==> src/rtl/vectored_irq_controller.sv <==
// Vectored, prioritised, maskable interrupt controller with single-level servicing.
// Redirects the PC to a per-channel vector and restores PC/flags on return.
module vectored_irq_controller #(
    parameter int unsigned ADDR_W       = 8,
    parameter int unsigned NUM_IRQ      = 4,
    parameter int unsigned ID_W         = 2,
    parameter int unsigned VEC_BASE     = 'hF0,
    parameter int unsigned VEC_STRIDE   = 4,
    parameter int unsigned FLUSH_CYCLES = 3
) (
    input  logic               clk,
    input  logic               reset,
    input  logic [NUM_IRQ-1:0] irq,
    input  logic               mask_we,
    input  logic [NUM_IRQ-1:0] mask_data,
    input  logic               ie_set,
    input  logic               ie_clr,
    input  logic               reti,
    input  logic               stall,
    input  logic [ADDR_W-1:0]  cur_pc,
    input  logic [3:0]         flags_in,
    output logic               pc_take,
    output logic [ADDR_W-1:0]  jmp_addr,
    output logic               flags_restore,
    output logic [3:0]         flags_out,
    output logic               in_service,
    output logic [ID_W-1:0]    active_id,
    output logic [NUM_IRQ-1:0] pending,
    output logic               ie
);

    localparam int unsigned CNT_W = (FLUSH_CYCLES > 1) ? $clog2(FLUSH_CYCLES) : 1;

    typedef enum logic [2:0] {
        S_IDLE,
        S_FLUSH,
        S_VECTOR,
        S_SERVICE,
        S_RETURN
    } state_t;

    state_t              state, state_nxt;
    logic [NUM_IRQ-1:0]  irq_q;
    logic [NUM_IRQ-1:0]  mask;
    logic [NUM_IRQ-1:0]  rise;
    logic [NUM_IRQ-1:0]  cand;
    logic [NUM_IRQ-1:0]  win_onehot;
    logic [ID_W-1:0]     win_id;
    logic [CNT_W-1:0]    cnt;
    logic [ADDR_W-1:0]   saved_pc;
    logic [3:0]          saved_flags;
    logic [ADDR_W-1:0]   vec_addr;
    logic                accept;

    assign rise     = irq & ~irq_q;
    assign cand     = pending & mask;
    assign accept   = (state == S_IDLE) && ie && (|cand) && !stall;
    assign vec_addr = ADDR_W'(VEC_BASE + VEC_STRIDE * active_id);

    // Scan from the top down so the lowest-index candidate is the last to overwrite.
    always_comb begin
        win_id     = '0;
        win_onehot = '0;
        for (int unsigned i = NUM_IRQ; i > 0; i--) begin
            if (cand[i-1]) begin
                win_id          = ID_W'(i - 1);
                win_onehot      = '0;
                win_onehot[i-1] = 1'b1;
            end
        end
    end

    always_ff @(posedge clk or posedge reset) begin
        if (reset) begin
            state <= S_IDLE;
        end else begin
            state <= state_nxt;
        end
    end

    always_comb begin
        state_nxt     = state;
        pc_take       = 1'b0;
        jmp_addr      = '0;
        flags_restore = 1'b0;
        flags_out     = '0;
        in_service    = (state != S_IDLE);
        case (state)
            S_IDLE: begin
                if (accept) state_nxt = S_FLUSH;
            end
            S_FLUSH: begin
                if (cnt == '0) state_nxt = S_VECTOR;
            end
            S_VECTOR: begin
                pc_take   = 1'b1;
                jmp_addr  = vec_addr;
                state_nxt = S_SERVICE;
            end
            S_SERVICE: begin
                if (reti) state_nxt = S_RETURN;
            end
            S_RETURN: begin
                pc_take       = 1'b1;
                jmp_addr      = saved_pc;
                flags_restore = 1'b1;
                flags_out     = saved_flags;
                state_nxt     = S_IDLE;
            end
            default: state_nxt = S_IDLE;
        endcase
    end

    always_ff @(posedge clk or posedge reset) begin
        if (reset) begin
            irq_q       <= '0;
            mask        <= '1;
            pending     <= '0;
            ie          <= 1'b0;
            active_id   <= '0;
            saved_pc    <= '0;
            saved_flags <= '0;
            cnt         <= '0;
        end else begin
            irq_q <= irq;
            if (mask_we) mask <= mask_data;
            // A fresh edge on the channel being accepted keeps it pending.
            pending <= (pending & ~(accept ? win_onehot : '0)) | rise;
            if (accept) begin
                saved_pc    <= cur_pc;
                saved_flags <= flags_in;
                active_id   <= win_id;
                ie          <= 1'b0;
                cnt         <= CNT_W'(FLUSH_CYCLES - 1);
            end else if (state == S_IDLE) begin
                if (ie_clr) begin
                    ie <= 1'b0;
                end else if (ie_set) begin
                    ie <= 1'b1;
                end
            end else if (state == S_RETURN) begin
                ie <= 1'b1;
            end
            if (state == S_FLUSH && cnt != '0) cnt <= cnt - 1'b1;
        end
    end

endmodule

==> config.mk <==
export PLATFORM = sky130hd
export DESIGN_NAME = vectored_irq_controller
export DESIGN_NICKNAME = d
export VERILOG_FILES = /design/src/rtl/vectored_irq_controller.sv
export SDC_FILE = /design/constraint.sdc
export NUM_CORES = 1
export LEC_CHECK = 0
export BUFFER_PORTS_ARGS = -buffer_cell sky130_fd_sc_hd__buf_2
export CAP_MARGIN = 20
export CORE_MARGIN = 2
export CORE_UTILIZATION = 30
export CTS_CLUSTER_SIZE = 14
export DETAILED_ROUTE_END_ITERATION = 10
export GPL_ROUTABILITY_DRIVEN = 0
export SETUP_SLACK_MARGIN = 0.2
export SYNTH_ARGS = -nofsm -noshare
export SYNTH_HDL_FRONTEND = slang
export SYNTH_SLANG_ARGS = --single-unit
==> constraint.sdc <==
create_clock -name clk -period 3.1 [get_ports clk]
set_input_delay 0.465 -clock clk [delete_from_list [all_inputs] [get_ports clk]]
set_output_delay 0.465 -clock clk [all_outputs]
set_load 0.01 [all_outputs]
**Word level (Yosys, flattened, before mapping)**

Cells that the tools add are included.

- $add $sub $neg: 2
- Equality and inequality tests: 8
- Muxes and demuxes: 24
- Bitwise operators: 6
- Reductions and logical operators: 15

Operators by type and width:

| cell | count |
|---|---|
| $mux W4 | 6 |
| $pmux W8 S2 | 1 |
| $and A4 B4 Y4 | 3 |
| $mux W2 | 6 |
| $pmux W3 S4 | 1 |
| $mux W3 | 3 |
| $add A8 B4 Y8 const A | 1 |
| $not A4 Y4 | 2 |
| $mux W1 | 7 |
| $eq A3 B2 Y1 const B | 2 |
| $ne A2 B2 Y1 const B | 3 |
| $reduce_bool A3 Y1 | 2 |
| $logic_and A1 B1 Y1 | 4 |
| $ne A4 B4 Y1 const B | 1 |
| $or A4 B4 Y4 | 1 |
| $reduce_bool A2 Y1 | 2 |
| $reduce_or A4 Y1 | 1 |
| $eq A3 B1 Y1 const B | 1 |
| $eq A3 B3 Y1 const B | 1 |
| $logic_not A3 Y1 | 1 |
| $reduce_and A3 Y1 | 1 |
| $logic_not A2 Y1 | 1 |
| $reduce_and A2 Y1 | 1 |
| $reduce_or A2 Y1 | 1 |
| 2 further kinds | 2 |

- Flip-flop bits (word level): 32
- Input port bits: 27

**Depth between registers and ports, before layout**

- Word-level depth: 9
- Depth in mapped cells: 5
- Mapped depth without buffers: 5

**Worst setup path after synthesis**

Ideal clock, no wire load.

- Path type: register -> output
- Start: reg state[1]
- End: out jmp_addr[2]
- Arrival time: 1.098 ns
- Path slack: 1.537 ns
- Stages on the path, launching flop included: 6
- Buffers on the path: 2
- Cell sequence: dfrtp_1 > buf_2 > nor2b_1 > clkbuf_1 > a22oi_1 > nor2_1

- Word-level cells in the longest chain between the ends: 2

Ends and longest elaborated chain:

| what | RTL line | text |
|---|---|---|
| from (decl) | 42 | `state_t state, state_nxt;` |
| from (signal assigned) | 77 | `state <= state_nxt;` |
| $eq A3 B3 Y1 / $eq A3 B2 Y1 (equally long branches) | 88 | `case (state)` |
| $pmux W8 S2 * | 88 |  |
| to (decl) | 23 | `output logic [ADDR_W-1:0] jmp_addr,` |

Mark *: on every way between the ends. The rest lies on a longest branch, timed or not.

**Final worst setup path**

- Start: reg state[2]
- End: out jmp_addr[3]

The elaborated chain is that of the path after synthesis.

==> reports/results.ini <==
[yosys]
ys_ff_latch=32
seq_area_frac_synth_pct=52.2
synth_area_per_cell_um2=11.9
synthSimpleGateAreaFrac_pct=12.6
synthesis.area_mm2=0.00154
synthMostInstantiatedCell=dfrtp_1
synth_area_leaders=dfrtp_1, mux2_4, dfstp_2, mux2_2, and3_1
synth_compound_area_share_pct=14.2
synth_fp_nets=158
synth-main-ff-cell=dfrtp_1
yosysWarnings=0
synthXorXnorAreaFrac_pct=0
muxShareOfSynthArea_pct=14.6
synth_cells=130
synth_edf_count=0
yosys.cell_types.count=35
synth_top_area_cell=dfrtp_1
ys_top_cells_by_count=dfrtp_1, inv_1, nor2_1, mux2_4, mux2_2
synthAdderAreaFrac_pct=0.810
synth.top_cell.area_share_pct=45.4
synth_top_family_by_area=multiplexers
async_flop_share_pct=100

[global_route]
antenna_found_initial=0
grt_pass1_vias=1099
grt_first_pass_wirelength_mm=5.11
grt_usage_pct=12.3
grt_max_degree=33
grt-ovfl-total=0

[sta]
fin_crit_ps=2220
worst_slew_pin_slew_ps=666
clock_skew_ps=4.14
fin_crit_sh_pct=71.6
finalSetupTns_ps=0
max_freq_ghz=0.451
fin_ws_ps=882
maxSlewViolCount=0
rsz0062_at_grt=false
hold_viol=0
setup_viol=0
max_slew_margin_pct=55.5

[floorplan]
die_area_mm2=0.00574
io_pins=49
die_w_um=75.7
core_area_mm2=0.00504
initial_utilization_pct=30.6
core.rowCount=26
fp.dieH_um=75.7

[status]
status=completed

[cells_and_area]
drive_above_1_share_pct=45.6
num_antenna_cells=0
fill_cells=506
finalCoreUtilization_pct=38.1
syn2layout_area_growth_pct=24.4
final_cell_area_mm2=0.00192
nets=207

[drt]
wl_per_cell_um=12.5
routed_via_density=4.60
drt_iter0_drc=54
met2_length_mm=1.44
route.met3.wl_um=171
num_vias=1151
first_pass_iters=4
routed.top_layer=met4
drcViolationCount=0
wl_met1_mm=1.44
wirelength_mm=3.13
ant_nets=0

[placed_design]
port_buffers=48
dp_hpwl_mm=2.25
pre_cts_ws_ps=1080
dpl-instance-area_mm2=0.00183

[worst_setup_path]
worst_path_dominant_cell_family=flip-flops
critPathLaunchType=flip-flop
cp-end-kind=output port
path_buf_inv=1
worst-path-max-fanout=15
cp_cell_sequence=nor2b_1 -> a22oi_1 -> nor2_1 -> buf_2
critical_path_class=flip-flop to output port
max_stage_delay_ps=610
cp.required_ps=2630
crit_arrival_ps=1750
worst_path_max_delay_cell=dfrtp_1

[power]
finalPower_w=0.00157
vdd_drop_max_v=0.000288
power_density_mw_per_mm2=816
p_leak_nw=0.939

[clock_network]
cts_num_sinks=32
htreeDepth=2
cts_hold_buffers=0
postCtsSetupBuffers=0
clk_latency_ps=290
clkTransAtPathRegs_ps=60
ctsResizeCount=0
cts_buffers=5
cts_tree=done
clk_path_buf_depth=2
root_buffer=clkbuf_8

[min_path]
hold_path.class=input pin to async pin

[job]
drv_cap=0

[flip-flops by register name (all words and copies together), names as in the netlist]
register / cells
state: 3
saved_flags: 4
cnt: 2
mask: 4
ie: 1
pending: 4
active_id: 2
saved_pc: 8
irq_q: 4
[worst reg2reg max path, cell delays in order, from the launching register on]
cell and delay, ps:
dfrtp_1 550, nor3_4 510, o211a_4 400, mux2_2 370
[routing by layer]
| layer | vias up | global-route usage (%) |
|---|---|---|
| li1 | 563 | - |
| met1 | 553 | 16.2 |
| met2 | 27 | 18.2 |
| met3 | 8 | 3.44 |
| met4 | 0 | 7.02 |
| met5 | - | 0 |
[cells by family (layout without fill, tap and decap cells)]
group / count (synthesis) / in the layout
simple gates: 35 / 35
mux: 17 / 17
fa+ha+maj: 1 / 1
flops: 32 / 32
buf+inv: 17 / 67
compound gates: 28 / 28
[stage by stage]
stage / hold WS [ps] / cells
2_1_floorplan: 473 / 130
3_3_place_gp: 491 / 242
3_5_place_dp: 494 / 242
4_1_cts: 268 / 250
5_1_grt: 295 / 250
6_report: 246 / 250
[worst paths after layout]
kind / to / slack, ps / startpoint / cells past startpoint
max in group asynchronous: mask[3] / 2530 / reset / 3
worst max-delay path: jmp_addr[3] / 880 / state[2] / 4
worst min-delay path: saved_flags[2] / 250 / reset / 3
min in group clk: irq_q[3] / 300 / irq[3] / 1
worst min register to register: saved_flags[2] / 510 / saved_flags[2] / 1
worst max register to register: saved_flags[3] / 1160 / state[0] / 3
[area by class of cell]
type / instances / area [um^2] / area share (%)
multi-input combinational: 81 / 652 / 33.9
sequential: 32 / 806 / 42.0
timing repair buffer: 49 / 248 / 12.9
inverter: 10 / 37.5 / 1.95
tap: 70 / 87.6 / 4.56
clock buffer: 8 / 90.1 / 4.69
[cells in the final DEF, fill, tap and decap left out, types with 4 or more instances in the layout]
cell | synthesis | final
a21oi_1 | 7 | 7
mux2_2 | 8 | 8
dfrtp_1 | 28 | 28
dfstp_2 | 4 | 4
a22oi_1 | 4 | 4
mux2_4 | 9 | 9
clkbuf_8 | 0 | 6
inv_1 | 10 | 10
nor2_1 | 10 | 10
nand2_1 | 5 | 5
buf_2 | 2 | 48
and3_1 | 6 | 6
a22o_1 | 4 | 4
[power breakdown]
group	total, W	switching, W	internal, W
Clock	0.000329	0.000148	0.000181
Sequential	0.000695	0.000133	0.000562
Combinational	0.000544	0.000253	0.000291
Power figures use the tool's default switching activity.
